==> src/rtl/jedro_1_fetch.sv <==
// ---------------------------------------------------------------------------
// jedro_1_fetch : instruction prefetch unit with redirect and skid FIFO
// Revision 1.0
// ---------------------------------------------------------------------------
`default_nettype none

module jedro_1_fetch #(
    parameter int                    DATA_WIDTH = 32,
    parameter int                    ADDR_WIDTH = 32,
    parameter logic [ADDR_WIDTH-1:0] BOOT_ADDR  = '0,
    parameter int                    FIFO_DEPTH = 4
) (
    input  logic                  clk_i,
    input  logic                  rstn_i,
    output logic                  mem_en_o,
    output logic [ADDR_WIDTH-1:0] mem_addr_o,
    input  logic [DATA_WIDTH-1:0] mem_rdata_i,
    input  logic                  jmp_valid_i,
    input  logic [ADDR_WIDTH-1:0] jmp_addr_i,
    output logic                  instr_valid_o,
    input  logic                  instr_ready_i,
    output logic [DATA_WIDTH-1:0] instr_o,
    output logic [ADDR_WIDTH-1:0] instr_addr_o
);

    localparam int PW = $clog2(FIFO_DEPTH);
    localparam int CW = PW + 1;

    typedef enum logic {BOOT = 1'b0, RUN = 1'b1} state_t;

    state_t                  state;
    logic [ADDR_WIDTH-1:0]   pc;
    logic                    inflight;
    logic [ADDR_WIDTH-1:0]   inflight_addr;
    logic [DATA_WIDTH-1:0]   fifo_data [FIFO_DEPTH];
    logic [ADDR_WIDTH-1:0]   fifo_addr [FIFO_DEPTH];
    logic [PW-1:0]           rd_ptr;
    logic [PW-1:0]           wr_ptr;
    logic [CW-1:0]           count;

    logic                    redirect;
    logic                    pop;
    logic                    push;
    logic [CW:0]             occupancy;
    logic [ADDR_WIDTH-1:0]   jmp_target;

    always_comb begin
        jmp_target    = {jmp_addr_i[ADDR_WIDTH-1:2], 2'b00};
        redirect      = (state == RUN) && jmp_valid_i;
        instr_valid_o = (count != '0);
        // A redirect discards the head, so it never counts as a delivery.
        pop           = instr_valid_o && instr_ready_i && !redirect;
        push          = inflight && !redirect;
        // Slots already promised: buffered + returning next edge - leaving now.
        occupancy     = (CW+1)'(count) + (CW+1)'(inflight) - (CW+1)'(pop);
        mem_en_o      = (state == RUN) && (jmp_valid_i || (occupancy < (CW+1)'(FIFO_DEPTH)));
        mem_addr_o    = redirect ? jmp_target : pc;
        instr_o       = instr_valid_o ? fifo_data[rd_ptr] : '0;
        instr_addr_o  = instr_valid_o ? fifo_addr[rd_ptr] : '0;
    end

    always_ff @(posedge clk_i) begin
        if (!rstn_i) begin
            state         <= BOOT;
            pc            <= BOOT_ADDR;
            inflight      <= 1'b0;
            inflight_addr <= BOOT_ADDR;
            rd_ptr        <= '0;
            wr_ptr        <= '0;
            count         <= '0;
        end else begin
            case (state)
                BOOT: begin
                    state <= RUN;
                end
                RUN: begin
                    if (redirect) begin
                        inflight      <= 1'b1;
                        inflight_addr <= jmp_target;
                        pc            <= jmp_target + ADDR_WIDTH'(4);
                        rd_ptr        <= '0;
                        wr_ptr        <= '0;
                        count         <= '0;
                    end else begin
                        inflight <= mem_en_o;
                        if (mem_en_o) begin
                            inflight_addr <= pc;
                            pc            <= pc + ADDR_WIDTH'(4);
                        end
                        if (push) wr_ptr <= wr_ptr + PW'(1);
                        if (pop)  rd_ptr <= rd_ptr + PW'(1);
                        count <= count + CW'(push) - CW'(pop);
                    end
                end
                default: state <= BOOT;
            endcase
        end
    end

    // Storage needs no reset: count gates every read.
    always_ff @(posedge clk_i) begin
        if (rstn_i && push) begin
            fifo_data[wr_ptr] <= mem_rdata_i;
            fifo_addr[wr_ptr] <= inflight_addr;
        end
    end

endmodule

`default_nettype wire

==> config.mk <==
export PLATFORM = sky130hd
export DESIGN_NAME = jedro_1_fetch
export DESIGN_NICKNAME = d
export VERILOG_FILES = /design/src/rtl/jedro_1_fetch.sv
export SDC_FILE = /design/constraint.sdc
export NUM_CORES = 1
export LEC_CHECK = 0
export CAP_MARGIN = 20
export CORE_MARGIN = 1
export CORE_UTILIZATION = 50
export CTS_CLUSTER_DIAMETER = 80
export DETAILED_ROUTE_END_ITERATION = 7
export PLACE_DENSITY = 0.73
export SLEW_MARGIN = 10
export SYNTH_ARGS = -nofsm -noshare
export SYNTH_HDL_FRONTEND = slang
export SYNTH_SLANG_ARGS = --single-unit
==> constraint.sdc <==
create_clock -name clk_i -period 5.8 [get_ports clk_i]
set_input_delay 1.74 -clock clk_i [delete_from_list [all_inputs] [get_ports clk_i]]
set_output_delay 1.74 -clock clk_i [all_outputs]
set_load 0.005 [all_outputs]
* Word-level counts from Yosys, hierarchy flattened
Memory sizes are Yosys's and may differ from the RTL's. A register that Yosys moved wholly into a read port is not among the register bits. Index checks and enable logic that the tools add are counted.
Storage, ports and cells: bits in registers 73, RAM bits 256, output and inout bits 98, logic and storage cells 53, memories kept 2
Memory list:
- fifo_addr | depth 4, width 32, read ports 1, clocked after memory_dff 1, write ports 1, RTL line 36 | logic [ADDR_WIDTH-1:0] fifo_addr [FIFO_DEPTH];
- fifo_data | depth 4, width 32, read ports 1, clocked after memory_dff 1, write ports 1, RTL line 35 | logic [DATA_WIDTH-1:0] fifo_data [FIFO_DEPTH];
Operators by class: add/subtract/negate cells 8, magnitude comparators 1, mux-type cells 20, reductions and logical operators 15
Operators by type and width (number):
- 2-to-1 mux 32 bit | 7
- adder 32 x 3 -> 32 bit, second input constant | 2
- 2-to-1 mux 2 bit | 8
- logical AND 1 bit | 6
- AND reduction 2 bit | 3
- nonzero test 2 bit | 3
- adder 2 x 1 -> 2 bit, second input constant | 2
- adder 3 x 1 -> 4 bit | 1
- < comparator 4 x 3 -> 1 bit, second input constant | 1
- 2-to-1 mux 1 bit | 4
- subtractor 4 x 1 -> 4 bit | 1
- adder 3 x 1 -> 3 bit | 1
- 2-to-1 mux 3 bit | 1
- nonzero test 3 bit | 1
- subtractor 3 x 1 -> 3 bit | 1
- zero test 1 bit | 1
- logical OR 1 bit | 1

* Longest topological paths before layout
Gate-level depths: netlist of run 1.
depth in word-level cells 9, gate-level depth with buffers 14, mapped depth without buffers 12

* Least setup slack after synthesis of run 1
No wires, ideal clock.
path type in2out, from input jmp_valid_i, to output mem_en_o, arrival time 3.778 ns, required time 4.060 ns, path slack 0.282 ns, stages on the path 12, path buffers 3, path through and2_1 > buf_6 > nor4b_4 > inv_1 > ha_1 > nand3_1 > a21oi_1 > a311oi_2 > mux2_4 > inv_2 > buf_6 > buf_4
On the way: cells in the longest elaborated chain, start to end 7
RTL lines:
- from (decl) | RTL line 18 | input logic jmp_valid_i,
- logical AND 1 bit | RTL line 49 | redirect = (state == RUN) && jmp_valid_i;
- zero test 1 bit | RTL line 52 | pop = instr_valid_o && instr_ready_i && !redirect;
- logical AND 1 bit | RTL line 52
- subtractor 4 x 1 -> 4 bit | RTL line 55 | occupancy = (CW+1)'(count) + (CW+1)'(inflight) - (CW+1)'(pop);
- < comparator 4 x 3 -> 1 bit | RTL line 56 | mem_en_o = (state == RUN) && (jmp_valid_i || (occupancy < (CW+1)'(FIFO_DEPTH)));
- logical OR 1 bit (*) | RTL line 56
- logical AND 1 bit (*) | RTL line 56
- to (decl) | RTL line 15 | output logic mem_en_o,
Every way passes the cells marked *; elsewhere a longest branch is shown, timed or not.

* Worst setup path after layout of run 1
from input instr_ready_i, to output mem_en_o
On the way: cells in the longest elaborated chain, start to end 6
RTL lines:
- from (decl) | RTL line 21 | input logic instr_ready_i,
- logical AND 1 bit (2 in series) | RTL line 52
- subtractor 4 x 1 -> 4 bit | RTL line 55
- < comparator 4 x 3 -> 1 bit | RTL line 56
- logical OR 1 bit | RTL line 56
- logical AND 1 bit | RTL line 56
Every way passes these cells.

==> results of run 1 <==
[registers in the layout, indices dropped and copies added, names as in the netlist, named ones only]
signal and count:
inflight_addr 30, wr_ptr 2, count 3, inflight 1, fifo_data 128, state 1
pc 30, rd_ptr 2, fifo_addr 120
[synthesized netlist by cell type (all sizes together), types with 6 or more instances]
master / count
dfxtp: 71
and3: 6
o211a: 8
xor2: 12
buf: 27
a21boi: 10
inv: 14
edfxtp: 248
a21oi: 8
nand2: 121
o21ai: 37
nand4: 16
nor2: 62
clkbuf: 30
and2: 75
ha: 8
nor3b: 23
mux4: 62
nor2b: 8
nand3: 23
xnor2: 16
mux2i: 7
[routing by layer]
metal  share of wire  wire length, um  vias up
li1                -                -     3731
met1            0.44            12200     3972
met2            0.47            13100      293
met3           0.073             2020       35
met4           0.015              403        0
met5               0                0        -
[path summary, 6_finish.rpt]
check	endpoint	slack, ns	start	cells after the start
max reg2reg	pc[15]$_SDFFE_PN0P_	2.39	count[2]$_SDFFE_PN0P_	11
min reg2reg	pc[7]$_SDFFE_PN0P_	0.47	pc[7]$_SDFFE_PN0P_	2
max	mem_en_o	0.1	instr_ready_i	9
min	pc[7]$_SDFFE_PN0P_	0.47	pc[7]$_SDFFE_PN0P_	2
[final cells by class]
cell class,count,area share
clock inverter,18,0.00972
tap,335,0.0254
antenna,1,0.000152
sequential,319,0.538
clock buffer,44,0.0590
multi-input combinational,538,0.259
timing repair buffer,177,0.105
inverter,14,0.00319
[per-stage QoR]
stage,TNS (ns),power [mW],utilization,cells,worst slack [ns]
2_1_floorplan,0,2.75,-,928,0.282
3_3_place_gp,-0.323,2.90,0.585,1383,-0.323
3_5_place_dp,-0.306,2.91,0.585,1383,-0.306
4_1_cts,0,5.07,0.629,1445,0.00896
5_1_grt,0,5.19,0.629,1445,0.00871
6_report,0,5.03,0.629,1446,0.0968
[report_power, final]
part	leakage (nW)	switching [mW]	internal, mW
sequential	2.84	0.0331	2.51
clock	0.566	0.879	1.29
combinational	2.24	0.160	0.159
total	5.65	1.07	3.96
[cell families after synthesis]
| group | Yosys count | synth area share |
|---|---|---|
| multiplexers | 72 | 0.112 |
| AND/OR/NAND/NOR | 349 | 0.138 |
| buffers and inverters | 71 | 0.0257 |
| flip-flops | 319 | 0.660 |
| adder cells (fa/ha/maj) | 9 | 0.00893 |
| XOR/XNOR | 28 | 0.0182 |
| other | 1 | 0.000279 |
| AO/OA/AOI/OAI | 76 | 0.0371 |
[critical path, stage by stage]
cell,delay [ns]
clkdlybuf4s50_1,0.52
nor4b_4,0.22
inv_1,0.07
ha_1,0.29
buf_4,0.15
a311oi_4,0.32
mux2_4,0.34
inv_2,0.07
dlygate4sd2_1,0.23
[what timing repair did]
action                                  CTS  global route
endpoints found under the setup margin    1             1
gates resized for setup                   3             1
pin swaps                                 1             2
==> results.json, run 1 <==
{
  "p_leak_nw": 5.65,
  "drt_first_pass_iters": 7,
  "area_growth_pct": 22.6,
  "grtUsageMet3": 0.0360,
  "htree_levels": 2,
  "synth_top_cell_by_area": "edfxtp_1",
  "finClkSkew_ns": 0.0220,
  "viasPerCell": 5.55,
  "yosys_most_used_dff": "edfxtp_1",
  "grtUsageMet2": 0.331,
  "start_kind": "primary input",
  "final-hold-violation-count": 0,
  "ios": 166,
  "critPathKind": "in -> out",
  "die_area_um2": 27500,
  "synth.avg_cell_area_um2": 14.5,
  "finalSetupViolations": 0,
  "hp-class": "reg -> reg",
  "mostFrequentLayoutCell": "edfxtp_1",
  "whs_ns": 0.466,
  "rows": 59,
  "synth_top_area_frac": 0.554,
  "synth.area.top_cells": "edfxtp_1 (55%), dfxtp_1 (11%), mux4_2 (10%)",
  "grt.overflow.total": 0,
  "nFillCells": 1916,
  "slew_viol_final": 0,
  "die_h_um": 166,
  "io_buffers": 159,
  "violations": "DRC",
  "final_cell_mix": "edfxtp_1 (248), clkdlybuf4s50_1 (156), nand2_1 (121), and2_1 (70), dfxtp_1 (69)",
  "grt_max_degree": 68,
  "gp_congestion": 0.856,
  "grt_pass1_vias": 7924,
  "antenna_found_initial": 1,
  "placed_cell_area_um2": 15300,
  "arrival_ns": 3.96,
  "clk_latency_ns": 0.51,
  "antenna_left": 0,
  "drv_cap": 0,
  "setup.worst_path.end_class": "primary output",
  "multi_input_area_um2": 4270,
  "cts_buffer_depth": 3,
  "regArea_um2": 8880,
  "use_met1": 0.288,
  "grt_pass1_wl_mm": 43.7,
  "holdBufCountCts": 0,
  "crit_required_ns": 4.06,
  "ys_seq_elements": 319,
  "drt_wl_total_mm": 27.8,
  "synth.distinct_cells": 55,
  "drt-initial-drc-count": 717,
  "root_buffer": "clkbuf_16",
  "wl_per_cell_um": 19.2,
  "vias": 8031,
  "grt.busiest_layer": "met2",
  "period_minus_slack_ns": 5.70,
  "synth.yosys.seq_area_share": 0.660,
  "stdcell_area_um2": 16500,
  "cts_num_sinks": 319,
  "coreArea_um2": 26200,
  "nets": 1162,
  "grt_usage": 0.204,
  "yosys_warnings": 0,
  "syn-instance-count": 925,
  "final.period_utilization": 0.983,
  "path_max_fanout": 2,
  "fmax_ghz": 0.175,
  "post-dp-hpwl_mm": 16.2,
  "initial_utilization": 0.513,
  "rsz0062_at_grt": "no",
  "async_flop_share": 0,
  "remaining_drc_errors": 16,
  "cts_tree": "yes",
  "cts_buffers": 35,
  "synth_edf_count": 248,
  "powerDensity_nw_per_um2": 305,
  "worstMarginPinSlew_ns": 0.988,
  "die_x_um": 166,
  "drive_gt1_frac": 0.157,
  "ir_drop_v": 0.000176,
  "synth_area_um2": 13400,
  "post_cts_buffers": 0,
  "outcome": "finished with violations",
  "relSlewSlack": 0.341,
  "cts.clk_slew.worst_paths_ns": 0.06
}
(Power assumes the default switching activity.)
==> run 2, diff against run 1 <==
Clock period 5.8 ns to 6.5 ns, I/O delays scaled along.
==> run 2 against run 1 <==
Against the previous run: the run still ends with DRC left; setup slack better by 0.083 ns; combinational power down 12%; clock skew down 0.012 ns; sequential share of layout area up 0.30 points; worst hold slack worse by 0.0040 ns; critical path type unchanged.
==> results.json, run 2 (synthesis results as in run 1) <==
{
  "crit_chain": "dlygate4sd2_1 -> and2_4 -> nor4b_4 -> inv_1 -> ha_1 -> buf_4 -> a311oi_4 -> mux2_4 -> inv_2 -> clkdlybuf4s50_1",
  "drt-initial-drc-count": 753,
  "slew_viol_final": 0,
  "period_minus_slack_ns": 6.32,
  "cts_buffers": 35,
  "cts_tree": "yes",
  "nFillCells": 1936,
  "whs_ns": 0.462,
  "viasPerCell": 5.50,
  "setup.worst_path.end_class": "primary output",
  "regMostFlops": "fifo_data",
  "rows": 59,
  "critPathKind": "in -> out",
  "start_kind": "primary input",
  "rsz0062_at_grt": "no",
  "grt_pass1_wl_mm": 44.6,
  "area_growth_pct": 21.9,
  "ios": 166,
  "initial_utilization": 0.513,
  "final.period_utilization": 0.972,
  "remaining_drc_errors": 8,
  "reg_top3": "fifo_data (128), fifo_addr (120)",
  "drive_gt1_frac": 0.148,
  "drt_wl_total_mm": 28.0,
  "grt.overflow.total": 0,
  "ir_drop_v": 0.000163,
  "finalSetupViolations": 0,
  "coreArea_um2": 26200,
  "final_cell_mix": "edfxtp_1 (248), clkdlybuf4s50_1 (157), nand2_1 (121), and2_1 (70), dfxtp_1 (69)",
  "antennaDiodeCount": 0,
  "cts.clk_slew.worst_paths_ns": 0.05,
  "post-dp-hpwl_mm": 16.3,
  "multi_input_area_um2": 4270,
  "drv_cap": 0,
  "wl_per_cell_um": 19.5,
  "crit_required_ns": 4.55,
  "p_leak_nw": 5.59,
  "antenna_left": 0,
  "htree_levels": 2,
  "clk_latency_ns": 0.50,
  "nets": 1160,
  "antenna_found_initial": 0,
  "relSlewSlack": 0.333,
  "gp_congestion": 0.867,
  "grt_pass1_vias": 7923,
  "drt_first_pass_iters": 8,
  "hp-class": "reg -> reg",
  "die_x_um": 166,
  "finalSetupTns_ns": 0,
  "io_buffers": 159,
  "violations": "DRC",
  "arrival_ns": 4.37,
  "path_max_fanout": 2,
  "outcome": "finished with violations",
  "cts_num_sinks": 319,
  "cts_buffer_depth": 3,
  "vias": 7931,
  "worstMarginPinSlew_ns": 1.00,
  "largest_reg_flops": 128,
  "mostFrequentLayoutCell": "edfxtp_1",
  "fmax_ghz": 0.158,
  "regArea_um2": 8880,
  "die_area_um2": 27500,
  "cpPeakStageDelay_ns": 0.50,
  "finClkSkew_ns": 0.00986,
  "powerDensity_nw_per_um2": 268,
  "critPathSlowestCell": "clkdlybuf4s50_1",
  "grt_usage": 0.208,
  "die_h_um": 166,
  "root_buffer": "clkbuf_16",
  "final-hold-violation-count": 0,
  "grt_max_degree": 69
}
-- run 2: power by group --
part | switching [mW] | total (mW) | internal (mW) | leakage [nW]
combinational | 0.142 | 0.282 | 0.140 | 2.22
clock | 0.748 | 1.83 | 1.09 | 0.522
sequential | 0.0297 | 2.27 | 2.24 | 2.84
total | 0.920 | 4.39 | 3.47 | 5.59
-- run 2: what timing repair did --
action,4_1_cts,5_1_grt
hold buffers,0,0
hold endpoints to repair,0,0
resized for setup,3,0
setup endpoints to repair,1,0
setup buffers,1,0
-- run 2: area by class of cell --
type,instances,share of cell area
flip-flops and latches,319,0.541
multi-input cells,538,0.260
repair buffers,175,0.105
clock buffers,46,0.0592
well taps,335,0.0256
clock inverters,14,0.00557
inverters,14,0.00321
-- run 2: worst max-delay path: cells and delay by family --
kind | cells | cell delay, ns
AOI/OAI and AO/OA | 1 | 0.29
adders and majority gates | 1 | 0.29
buffers and inverters | 5 | 1.06
muxes | 1 | 0.34
and+or+nand+nor | 2 | 0.43
-- run 2: final timing paths --
check	from	end	slack (ns)	depth (start not counted)
worst min register to register	pc[2]$_SDFFE_PN0P_	pc[2]$_SDFFE_PN0P_	0.46	2
worst max register to register	state$_DFF_P_	pc[22]$_SDFFE_PN0P_	2.97	12
worst max-delay path	jmp_valid_i	mem_en_o	0.18	10
worst min-delay path	pc[2]$_SDFFE_PN0P_	pc[2]$_SDFFE_PN0P_	0.46	2
-- run 2: metal layers --
metal | wire [um] | GRT usage | vias up | share of wire
li1 | - | - | 3718 | -
met1 | 12600 | 0.291 | 3914 | 0.45
met2 | 13200 | 0.340 | 274 | 0.47
met3 | 1850 | 0.0377 | 25 | 0.066
met4 | 366 | 0.0475 | 0 | 0.013
met5 | 0 | 0 | - | 0
-- run 2: metrics by stage --
stage / cell area, um^2 / setup slack, ns / power (mW) / util / cells
6_report: 16400 / 0.180 / 4.39 / 0.626 / 1441
5_1_grt: 16400 / 0.0790 / 4.53 / 0.626 / 1441
4_1_cts: 16400 / 0.171 / 4.42 / 0.625 / 1440
3_5_place_dp: 15300 / -0.107 / 2.59 / 0.584 / 1379
3_3_place_gp: 15300 / -0.101 / 2.59 / 0.584 / 1379
2_1_floorplan: 13500 / 0.562 / 2.45 / - / 928
==> run 3, diff against run 2 <==
Settings changed: CELL_PAD_IN_SITES_DETAIL_PLACEMENT from default to 0, CELL_PAD_IN_SITES_GLOBAL_PLACEMENT from default to 1, CORE_UTILIZATION 50 to 46, MAX_ROUTING_LAYER from default to met4, PLACE_DENSITY 0.73 to default, PLACE_DENSITY_LB_ADDON from default to 0.1, TNS_END_PERCENT from default to 20.
==> run 3 against run 2 <==
Against the previous run: the run now ends clean; final area is 1.3% higher; total power is 3.1% higher; first-iteration DRC count is 37% lower; global-route usage is 0.59 points lower; core utilization is 4.7 points lower; worst hold slack worse by 0.0069 ns; largest power group unchanged.
==> results.json, run 3 (synthesis results as in run 1) <==
{
  "hp-class": "reg -> reg",
  "post-dp-hpwl_mm": 17.6,
  "grt.overflow.total": 0,
  "powerDensity_nw_per_um2": 273,
  "final.period_utilization": 0.955,
  "grt_pass1_vias": 7984,
  "gp_congestion": 0.783,
  "finalSetupViolations": 0,
  "area_growth_pct": 23.5,
  "rsz0062_at_grt": "no",
  "remaining_drc_errors": 0,
  "cts_buffers": 35,
  "critPathKind": "in -> out",
  "die_area_um2": 29900,
  "final_cell_mix": "edfxtp_1 (248), clkdlybuf4s50_1 (157), nand2_1 (121), and2_1 (70), dfxtp_1 (69)",
  "initial_utilization": 0.468,
  "worst_slack_ns": 0.290,
  "reg_top3": "fifo_data (128), fifo_addr (120)",
  "finClkSkew_ns": 0.0117,
  "final-hold-violation-count": 0,
  "largest_reg_flops": 128,
  "grt_max_degree": 68,
  "period_minus_slack_ns": 6.21,
  "crit_required_ns": 4.55,
  "drt-initial-drc-count": 477,
  "critPathSlowestCell": "clkdlybuf4s50_1",
  "antenna_found_initial": 0,
  "path_max_fanout": 2,
  "grt_pass1_wl_mm": 45.5,
  "grt_usage": 0.202,
  "mostFrequentLayoutCell": "edfxtp_1",
  "drv_cap": 0,
  "p_leak_nw": 5.67,
  "antennaDiodeCount": 0,
  "drt_first_pass_iters": 5,
  "nets": 1168,
  "clk_latency_ns": 0.50,
  "setup.worst_path.end_class": "primary output",
  "p_total_mw": 4.52,
  "worstMarginPinSlew_ns": 1.04,
  "fmax_ghz": 0.161,
  "viasPerCell": 5.24,
  "ios": 166,
  "rows": 62,
  "detailedPlace.worstSlack_ns": -0.0505,
  "slew_viol_final": 0,
  "finalSetupTns_ns": 0,
  "die_h_um": 173,
  "wl_per_cell_um": 19.0,
  "cpPeakStageDelay_ns": 0.41,
  "drive_gt1_frac": 0.158,
  "root_buffer": "clkbuf_16",
  "start_kind": "primary input",
  "arrival_ns": 4.26,
  "antenna_left": 0,
  "stdcell_area_um2": 16600,
  "drt_wl_total_mm": 28.5,
  "multi_input_area_um2": 4260,
  "regMostFlops": "fifo_data",
  "coreArea_um2": 28700,
  "die_x_um": 173,
  "cts_buffer_depth": 3,
  "whs_ns": 0.456,
  "placed_cell_area_um2": 15400,
  "cts_num_sinks": 319,
  "cts_tree": "yes",
  "vias": 7866,
  "regArea_um2": 8870,
  "crit_chain": "clkdlybuf4s50_1 -> and2_2 -> nor4b_4 -> inv_1 -> ha_1 -> buf_4 -> a311oi_4 -> mux2_4 -> inv_2 -> dlygate4sd2_1",
  "cts.clk_slew.worst_paths_ns": 0.06,
  "htree_levels": 2,
  "io_buffers": 159,
  "ir_drop_v": 0.000146,
  "nFillCells": 2349,
  "relSlewSlack": 0.306,
  "outcome": "finished clean"
}
run 3: changes by cell type in the layout (fill, tap and decap cells not counted):
cell / delta
buf_4: +8
and2_2: +5
and2_4: -5
clkbuf_1: -5
bufinv_16: +3
clkinv_1: +3
clkbuf_8: +1
dfxtp_2: +1
dfxtp_4: -1
run 3: power by group:
group	leakage [nW]	total [mW]	switching, mW	internal [mW]
clock	0.570	1.97	0.758	1.21
combinational	2.26	0.283	0.143	0.140
sequential	2.84	2.27	0.0300	2.24
run 3: repair_timing:
action	CTS	global route
hold buffers	0	0
gates resized for setup	2	0
setup buffers	0	0
setup endpoints to repair	1	0
run 3: metal layers:
metal	routed length, um	vias to the layer above	track usage
li1	-	3745	-
met1	13500	3877	0.285
met2	13200	202	0.313
met3	1250	42	0.0279
met4	507	0	0.0450
met5	0	-	-
run 3: area by class of cell:
type,count,share of cell area
Clock inverter,20,0.0116
Inverter,14,0.00317
Tap cell,384,0.0289
Clock buffer,42,0.0581
Multi-Input combinational cell,538,0.257
Sequential cell,319,0.534
Timing Repair Buffer,183,0.107
run 3: through the flow:
stage                     utilization  cells
after floorplan                     -    928
after global placement          0.538   1438
after detailed placement        0.538   1438
after CTS                       0.578   1500
after global routing            0.578   1500
final                           0.578   1500
run 3: worst paths after layout:
check	from	end	slack (ns)	cells after the start
worst max-delay path	jmp_valid_i	mem_en_o	0.29	10
worst min-delay path	pc[30]$_SDFFE_PN0P_	pc[30]$_SDFFE_PN0P_	0.46	2
worst max register to register	state$_DFF_P_	pc[29]$_SDFFE_PN0P_	3.31	11
worst min register to register	pc[30]$_SDFFE_PN0P_	pc[30]$_SDFFE_PN0P_	0.46	2
run 3: worst max-delay path, delay by kind of cell:
family | cells | cell delay [ns]
multiplexers | 1 | 0.34
buffers and inverters | 5 | 0.91
AO/OA/AOI/OAI | 1 | 0.28
AND/OR/NAND/NOR | 2 | 0.49
adder cells (fa/ha/maj) | 1 | 0.29
